### config.mk
export PLATFORM = sky130hd
export DESIGN_NAME = pebble_run_ctl_flat
export DESIGN_NICKNAME = d
export VERILOG_FILES = /design/src/rtl/pebble_pkg.sv /design/src/rtl/pebble_run_ctl_if.sv /design/src/rtl/pebble_cyc_cnt.sv /design/src/rtl/pebble_run_ctl.sv /design/src/flat_wrapper.sv
export SDC_FILE = /design/constraint.sdc
export NUM_CORES = 1
export LEC_CHECK = 0
export CAP_MARGIN = 20
export CORE_ASPECT_RATIO = 1.5
export CORE_MARGIN = 1
export CORE_UTILIZATION = 60
export DETAILED_ROUTE_END_ITERATION = 7
export DONT_BUFFER_PORTS = 1
export PLACE_DENSITY = 0.76
export SLEW_MARGIN = 20
export SYNTH_ARGS = -nofsm -noshare
export SYNTH_HDL_FRONTEND = slang
export SYNTH_SLANG_ARGS = --single-unit
### constraint.sdc
create_clock -name clk -period 4.3 [get_ports clk]
set_input_delay 0.86 -clock clk [delete_from_list [all_inputs] [get_ports clk]]
set_output_delay 0.86 -clock clk [all_outputs]
set_load 0.02 [all_outputs]
### src/rtl/pebble_pkg.sv
// Shared types and widths for the Pebble run controller
// and the processor top it feeds.
package pebble_pkg;

    localparam int WORD_W = 9;
    localparam int ADDR_W = 10;

    typedef enum logic [2:0] {
        IDLE,
        LOAD,
        HOLD,
        RUN,
        DONE,
        TMO
    } run_state_t;

    function automatic logic is_rest(run_state_t s);
        return (s == IDLE) || (s == DONE) || (s == TMO);
    endfunction

endpackage

### src/rtl/pebble_run_ctl_if.sv
// Host word stream into the run controller
// (valid/ready with an end-of-program marker).
interface pebble_run_ctl_if #(
    parameter int W = pebble_pkg::WORD_W
);

    logic         in_valid;
    logic         in_ready;
    logic [W-1:0] in_data;
    logic         in_last;

    modport master (
        output in_valid,
        output in_data,
        output in_last,
        input  in_ready
    );

    modport slave (
        input  in_valid,
        input  in_data,
        input  in_last,
        output in_ready
    );

endinterface

### src/rtl/pebble_cyc_cnt.sv
// Saturating up-counter with clear, enable and a
// reached-limit flag; clear+enable together loads 1.
module pebble_cyc_cnt #(
    parameter int W = 16
) (
    input  logic         clk,
    input  logic         reset,
    input  logic         clr,
    input  logic         en,
    input  logic [W-1:0] limit,
    output logic [W-1:0] count,
    output logic         term
);

    logic [W-1:0] cnt_q;
    logic [W-1:0] cnt_d;
    logic [W-1:0] base;

    // next count: optional clear, then saturating increment
    always_comb begin
        base  = clr ? '0 : cnt_q;
        cnt_d = base;
        if (en && (base != '1)) begin
            cnt_d = base + 1'b1;
        end
    end

    // count register
    always_ff @(posedge clk or negedge reset) begin
        if (!reset) begin
            cnt_q <= '0;
        end else begin
            cnt_q <= cnt_d;
        end
    end

    assign count = cnt_q;
    assign term  = (cnt_q >= limit);

endmodule

### src/rtl/pebble_run_ctl.sv
// Pebble run sequencer: load program, hold core in reset, start, time.
// Optional load checksum check: PEBBLE_RUN_CTL_CHECKSUM_EN.
module pebble_run_ctl #(
    parameter int WORD_W         = pebble_pkg::WORD_W,
    parameter int ADDR_W         = pebble_pkg::ADDR_W,
    parameter int IM_DEPTH       = 1024,
    parameter int CYC_W          = 16,
    parameter int TIMEOUT_CYCLES = 16'hFFFF,
    parameter int RST_HOLD       = 2
) (
    input  logic              clk,
    input  logic              reset,
    input  logic              load_go,
    pebble_run_ctl_if.slave   host,
    output logic              im_we,
    output logic [ADDR_W-1:0] im_waddr,
    output logic [WORD_W-1:0] im_wdata,
    output logic              proc_reset,
    output logic              proc_start,
    input  logic              proc_done,
    output logic              busy,
    output logic              run_done,
    output logic              timeout,
    output logic              overflow,
`ifdef PEBBLE_RUN_CTL_CHECKSUM_EN
    input  logic [WORD_W-1:0] exp_sum,
    output logic              csum_err,
`endif
    output logic [CYC_W-1:0]  run_cycles,
    output logic [ADDR_W:0]   words_loaded
);

    import pebble_pkg::*;

    localparam logic [CYC_W-1:0]  TMO_LIM  = CYC_W'(TIMEOUT_CYCLES);
    localparam logic [CYC_W-1:0]  HOLD_LIM = CYC_W'(RST_HOLD);
    localparam logic [ADDR_W-1:0] ADDR_END = ADDR_W'(IM_DEPTH - 1);

    run_state_t        state_q, state_d;
    logic [ADDR_W-1:0] addr_q, addr_d;
    logic [ADDR_W:0]   words_q, words_d;
    logic              we_q, we_d;
    logic [ADDR_W-1:0] waddr_q, waddr_d;
    logic [WORD_W-1:0] wdata_q, wdata_d;
    logic              done_q, done_d;
    logic              tmo_q, tmo_d;
    logic              ovf_q, ovf_d;
    logic [CYC_W-1:0]  rc_q, rc_d;
    logic              cnt_clr, cnt_en, cnt_term;
    logic [CYC_W-1:0]  cnt_lim, cnt_val;
    logic              load_end;
`ifdef PEBBLE_RUN_CTL_CHECKSUM_EN
    logic [WORD_W-1:0] sum_q, sum_d, sum_nx;
    logic [WORD_W-1:0] exp_q, exp_d;
    logic              cerr_q, cerr_d;
`endif

    pebble_cyc_cnt #(
        .W (CYC_W)
    ) u_cnt (
        .clk   (clk),
        .reset (reset),
        .clr   (cnt_clr),
        .en    (cnt_en),
        .limit (cnt_lim),
        .count (cnt_val),
        .term  (cnt_term)
    );

    // sequencer next state, load datapath and sticky flags
    always_comb begin
        state_d  = state_q;
        addr_d   = addr_q;
        words_d  = words_q;
        we_d     = 1'b0;
        waddr_d  = waddr_q;
        wdata_d  = wdata_q;
        done_d   = done_q;
        tmo_d    = tmo_q;
        ovf_d    = ovf_q;
        rc_d     = rc_q;
        cnt_clr  = 1'b0;
        cnt_en   = 1'b0;
        cnt_lim  = TMO_LIM;
        load_end = 1'b0;
`ifdef PEBBLE_RUN_CTL_CHECKSUM_EN
        sum_d    = sum_q;
        sum_nx   = sum_q + host.in_data;
        exp_d    = exp_q;
        cerr_d   = cerr_q;
`endif
        unique case (state_q)
            IDLE, DONE, TMO: begin
                if (load_go) begin
                    state_d = LOAD;
                    addr_d  = '0;
                    words_d = '0;
                    done_d  = 1'b0;
                    tmo_d   = 1'b0;
                    ovf_d   = 1'b0;
                    rc_d    = '0;
`ifdef PEBBLE_RUN_CTL_CHECKSUM_EN
                    sum_d   = '0;
                    exp_d   = exp_sum;
                    cerr_d  = 1'b0;
`endif
                end
            end
            LOAD: begin
                if (host.in_valid) begin
                    we_d     = 1'b1;
                    waddr_d  = addr_q;
                    wdata_d  = host.in_data;
                    addr_d   = addr_q + 1'b1;
                    words_d  = words_q + 1'b1;
                    load_end = host.in_last || (addr_q == ADDR_END);
                    if (!host.in_last && (addr_q == ADDR_END)) begin
                        ovf_d = 1'b1;
                    end
`ifdef PEBBLE_RUN_CTL_CHECKSUM_EN
                    sum_d = sum_nx;
                    if (load_end && (sum_nx != exp_q)) begin
                        cerr_d  = 1'b1;
                        state_d = TMO;
                    end else if (load_end) begin
                        state_d = HOLD;
                        cnt_clr = 1'b1;
                        cnt_en  = 1'b1;
                    end
`else
                    if (load_end) begin
                        state_d = HOLD;
                        cnt_clr = 1'b1;
                        cnt_en  = 1'b1;
                    end
`endif
                end
            end
            HOLD: begin
                cnt_en  = 1'b1;
                cnt_lim = HOLD_LIM;
                if (cnt_term) begin
                    state_d = RUN;
                    cnt_clr = 1'b1;
                end
            end
            RUN: begin
                cnt_en = 1'b1;
                if (proc_done) begin
                    rc_d    = cnt_val;
                    done_d  = 1'b1;
                    state_d = DONE;
                end else if (cnt_term) begin
                    tmo_d   = 1'b1;
                    state_d = TMO;
                end
            end
            default: state_d = IDLE;
        endcase
    end

    // state and datapath registers
    always_ff @(posedge clk or negedge reset) begin
        if (!reset) begin
            state_q <= IDLE;
            addr_q  <= '0;
            words_q <= '0;
            we_q    <= 1'b0;
            waddr_q <= '0;
            wdata_q <= '0;
            done_q  <= 1'b0;
            tmo_q   <= 1'b0;
            ovf_q   <= 1'b0;
            rc_q    <= '0;
`ifdef PEBBLE_RUN_CTL_CHECKSUM_EN
            sum_q   <= '0;
            exp_q   <= '0;
            cerr_q  <= 1'b0;
`endif
        end else begin
            state_q <= state_d;
            addr_q  <= addr_d;
            words_q <= words_d;
            we_q    <= we_d;
            waddr_q <= waddr_d;
            wdata_q <= wdata_d;
            done_q  <= done_d;
            tmo_q   <= tmo_d;
            ovf_q   <= ovf_d;
            rc_q    <= rc_d;
`ifdef PEBBLE_RUN_CTL_CHECKSUM_EN
            sum_q   <= sum_d;
            exp_q   <= exp_d;
            cerr_q  <= cerr_d;
`endif
        end
    end

    assign host.in_ready = (state_q == LOAD);
    assign proc_reset    = (state_q != RUN);
    assign proc_start    = (state_q == RUN) && (cnt_val == CYC_W'(1));
    assign busy          = !is_rest(state_q);
    assign im_we         = we_q;
    assign im_waddr      = waddr_q;
    assign im_wdata      = wdata_q;
    assign run_done      = done_q;
    assign timeout       = tmo_q;
    assign overflow      = ovf_q;
    assign run_cycles    = rc_q;
    assign words_loaded  = words_q;
`ifdef PEBBLE_RUN_CTL_CHECKSUM_EN
    assign csum_err      = cerr_q;
`endif

endmodule

### src/flat_wrapper.sv
// flat-port wrapper written by rule: the top's interface ports become plain ports
module pebble_run_ctl_flat import pebble_pkg::*;
#(
    parameter int WORD_W         = pebble_pkg::WORD_W,
    parameter int ADDR_W         = pebble_pkg::ADDR_W,
    parameter int IM_DEPTH       = 1024,
    parameter int CYC_W          = 16,
    parameter int TIMEOUT_CYCLES = 16'hFFFF,
    parameter int RST_HOLD       = 2
)
  (clk, reset, load_go, im_we, im_waddr, im_wdata, proc_reset, proc_start, proc_done, busy, run_done, timeout, overflow, run_cycles, words_loaded, host_in_valid, host_in_data, host_in_last, host_in_ready);
  pebble_run_ctl_if #(.W(9)) host_i ();
  input  logic clk;
  input  logic reset;
  input  logic load_go;
  output logic im_we;
  output logic [ADDR_W-1:0] im_waddr;
  output logic [WORD_W-1:0] im_wdata;
  output logic proc_reset;
  output logic proc_start;
  input  logic proc_done;
  output logic busy;
  output logic run_done;
  output logic timeout;
  output logic overflow;
  output logic [CYC_W-1:0] run_cycles;
  output logic [ADDR_W:0] words_loaded;
  input wire logic [$bits(host_i.in_valid)-1:0] host_in_valid;
  input wire logic [$bits(host_i.in_data)-1:0] host_in_data;
  input wire logic [$bits(host_i.in_last)-1:0] host_in_last;
  output wire logic [$bits(host_i.in_ready)-1:0] host_in_ready;
  assign host_i.in_valid = host_in_valid;
  assign host_i.in_data = host_in_data;
  assign host_i.in_last = host_in_last;
  assign host_in_ready = host_i.in_ready;
  pebble_run_ctl #(.WORD_W(WORD_W), .ADDR_W(ADDR_W), .IM_DEPTH(IM_DEPTH), .CYC_W(CYC_W), .TIMEOUT_CYCLES(TIMEOUT_CYCLES), .RST_HOLD(RST_HOLD)) u_core (.clk(clk), .reset(reset), .load_go(load_go), .host(host_i), .im_we(im_we), .im_waddr(im_waddr), .im_wdata(im_wdata), .proc_reset(proc_reset), .proc_start(proc_start), .proc_done(proc_done), .busy(busy), .run_done(run_done), .timeout(timeout), .overflow(overflow), .run_cycles(run_cycles), .words_loaded(words_loaded));
endmodule
==> impl_metrics.csv <==
group,metric,value,unit
layout,syn_to_final_growth,8.867,%
clocking,cts_buffers,9,
synthesis,ys_ff_latch,79,
clocking,clock_sinks,79,
setup_path,worstSetupEndpointType,"flop",
drt,vias_per_cell,6.165,
timing,fin_crit,3.818,ns
setup_path,crit_path_max_incr_delay,0.50,ns
setup_path,cp_top_family,"simple AND/OR/NAND/NOR gates",
timing,skew,0.006327,ns
clocking,clk_pin_slew,0.08,ns
layout,layout.nets,397,
drt,vias,2805,
drt,wl_met2,4.377,mm
grt,grt_overflow_total,0,
synthesis,async_flop_share,100.0,%
floorplan,die-area,6510,sq um
drt,drc_errors,0,
setup_path,startpoint,"u_core.state_q[0]$_DFFE_PN0P_",
floorplan,start_util,63.21,%
synthesis,synth_ff_type,"dfrtp_1",
setup_path,crit_path_max_fanout,17,
synthesis,synthCells,374,
drt,drt-initial-drc-count,190,
timing,slew_viol_final,0,
power,p_sw,983.7,uW
clocking,htree_levels,3,
drt,dr.pass1.iters,5,
place,placed_cells,436,
floorplan,rows,34,
clocking,clk_path_buf_depth,2,
drt,wirelength,8.129,mm
place,gp_congestion,0.9169,
outcome,status,"finished clean",
setup_path,crit_path_start_kind,"flop",
synthesis,synth_nets,393,
layout,diodes,0,
power,clock_power_share,27.1,%
timing,rsz0062_at_grt,"false",
synthesis,syn_area_per_cell,9.923,sq um
floorplan,io_pins,69,
timing,hold_viol,0,
floorplan,die_w,66.22,um
timing,setup_slack,0.4817,ns
layout,finalNonFillerCells,455,
drt,wl_per_cell,17.87,um
clocking,hold_buffers,0,
timing,fin_crit_sh,88.80,%
synthesis,ys_warn_count,0,
layout,fillCellCount,446,
clocking,root_buffer,"clkbuf_8",
timing,slew_headroom,38.55,%
power,seq_power_share,46.3,%
setup_path,worst-path-buf-inv,1,
timing,final-setup-viol-count,0,
synthesis,synth_edf_count,0,
setup_path,critPathKind,"flop to flop",
setup_path,path_depth,15,
grt,grt_max_degree,80,
drt,drt-met1-wl,3.064,mm
power,p_int,1504,uW
layout,layout_common_cells,"nand2_1, dfrtp_1, nor2_1",
grt,grt_pass1_vias,2774,
place,pre_cts_slack,0.4086,ns
power,power.leakage,0.001941,uW
layout,drive_above_1_share,10.44,%
setup_path,worst_path_max_delay_cell,"dfrtp_1",
place,place.detailed.hpwl,5.467,mm
timing,tightest_slew,0.9133,ns
grt,grt.total_usage,26.70,%
floorplan,die_height,98.32,um
timing,fmax,0.2619,GHz
setup_path,worstReg2RegEnd,"u_core.u_cnt.count[14]$_DFF_PN0_",
clocking,cts_tree,"built",
clocking,insertion_delay,0.36,ns
setup_path,rr_startpoint,"u_core.state_q[0]$_DFFE_PN0P_",
setup_path,r2r_slack,0.48,ns
synthesis,ys_seq_area_share,53.27,%
power,p_per_area,615.8,nW/um^2
place,port_buffers,0,
flow_run,drv_cap,0,
synthesis,synth_cell_types,52,
setup_path,critical_path.cell_chain,"nor3b_4 > inv_1 > ha_1 > nand2b_1 > and2_1 > o41ai_4 > nand2_2 > nor2_1 > ha_1 > and4_1 > nand3_1 > nor4_2 > nand2b_1 > xnor2_1 > nor2_1",
synthesis,synth_area,3711,sq um
floorplan,core_region_area,5871,sq um
power,swShare,39.54,%
grt,grt_pass1_wl,13.10,mm
setup_path,cp.required,4.54,ns
timing,setup_tns,0,ns
drt,top_layer_used,"met4",
grt,antenna_found_initial,0,
drt,dr_wl_met3,441,um
power,pwr-share-comb,26.6,%
setup_path,rr_worst_depth,15,
hold_path,holdCritPathClass,"input port to async pin",
setup_path,critPathArrivalTime,4.06,ns
drt,postRouteAntennaNets,0,
power,ir_drop,331.3,uV
-- power groups by stage --
stage	Sequential [uW]	Combinational [uW]	Clock, uW
finish	1150	662	674
global route	1180	737	709
global placement	1160	619	0
floorplan	1100	547	0
CTS	1150	658	675
detailed placement	1170	656	0
-- how the worst max path moves through the flow --
stage / slack [ns] / to
after floorplan: 0.71 / u_core.u_cnt.count[14]$_DFF_PN0_
after global placement: 0.56 / u_core.u_cnt.count[14]$_DFF_PN0_
after detailed placement: 0.41 / u_core.u_cnt.count[14]$_DFF_PN0_
after CTS: 0.29 / u_core.u_cnt.count[14]$_DFF_PN0_
after global routing: 0.12 / u_core.u_cnt.count[14]$_DFF_PN0_
final: 0.48 / u_core.u_cnt.count[14]$_DFF_PN0_
-- cells in the mapped netlist (5+ instances only) --
cell      instances  area, sq um
a21oi_1           6        30.03
a22o_1           18        157.7
and3_1            6        37.54
clkbuf_1          5        18.77
dfrtp_1          79         1977
inv_1             9        33.78
nand2_1          79        296.5
nand3_1          16        80.08
nand4_1           6        37.54
nor2_1           45        168.9
nor3_1            6        30.03
o21ai_0           7        35.03
xnor2_1          13        113.9
xor2_1           15        131.4
-- registers in the layout, indices dropped and copies added (netlist names) --
register,count
u_core.im_wdata,9
u_core.im_waddr,10
u_core.addr_q,10
u_core.run_done,1
u_core.state_q,3
u_core.run_cycles,16
u_core.u_cnt.count,16
u_core.timeout,1
u_core.im_we,1
u_core.words_loaded,11
u_core.overflow,1
-- worst reg2reg max path, delay by kind of cell, from the launching register on --
kind	cells	cell delay [ns]
and+or+nand+nor	10	2.17
AOI/OAI and AO/OA	1	0.30
buffers and inverters	1	0.10
xor gates and xnor gates	1	0.16
adders and majority gates	2	0.47
DFF	1	0.50
-- layout make-up --
| type | instances | area (sq um) | share of cell area [%] |
|---|---|---|---|
| multi-input combinational | 270 | 1628 | 40.29 |
| inverter | 10 | 37.54 | 0.9291 |
| timing repair buffer | 8 | 63.81 | 1.579 |
| clock buffer | 9 | 123.9 | 3.066 |
| tap | 72 | 90.09 | 2.230 |
| clock inverter | 7 | 120.1 | 2.973 |
| sequential | 79 | 1977 | 48.93 |
-- routing by layer --
layer / vias up / GRT usage, %
met5: - / 0
li1: 1297 / -
met2: 119 / 45.60
met3: 24 / 7.009
met4: 0 / 11.95
met1: 1365 / 30.58
-- repair_timing --
action                     in CTS  in global routing
resized for setup               0                  1
setup endpoints to repair       0                  2
buffers inserted                0                  3
-- stage by stage --
step	total power, uW	util, %	area (sq um)	hold slack (ns)
global placement	1776	63.98	3756	0.4955
CTS	2486	68.33	4011	0.1770
finish	2488	68.82	4040	0.1800
detailed placement	1822	64.17	3767	0.5100
global route	2624	68.82	4040	0.1639
floorplan	1648	-	3711	0.4621
-- cell families (layout without fill, tap and decap cells) --
group	count (synthesis)	in the layout	synth area share, %
buffers and inverters	25	34	3.034
DFF	79	79	53.27
xor gates and xnor gates	28	28	6.608
AOI/OAI and AO/OA	49	49	10.79
and+or+nand+nor	186	186	24.11
adders and majority gates	4	4	1.349
muxes	3	3	0.8429
No activity file was read; power rests on OpenSTA's default activity.
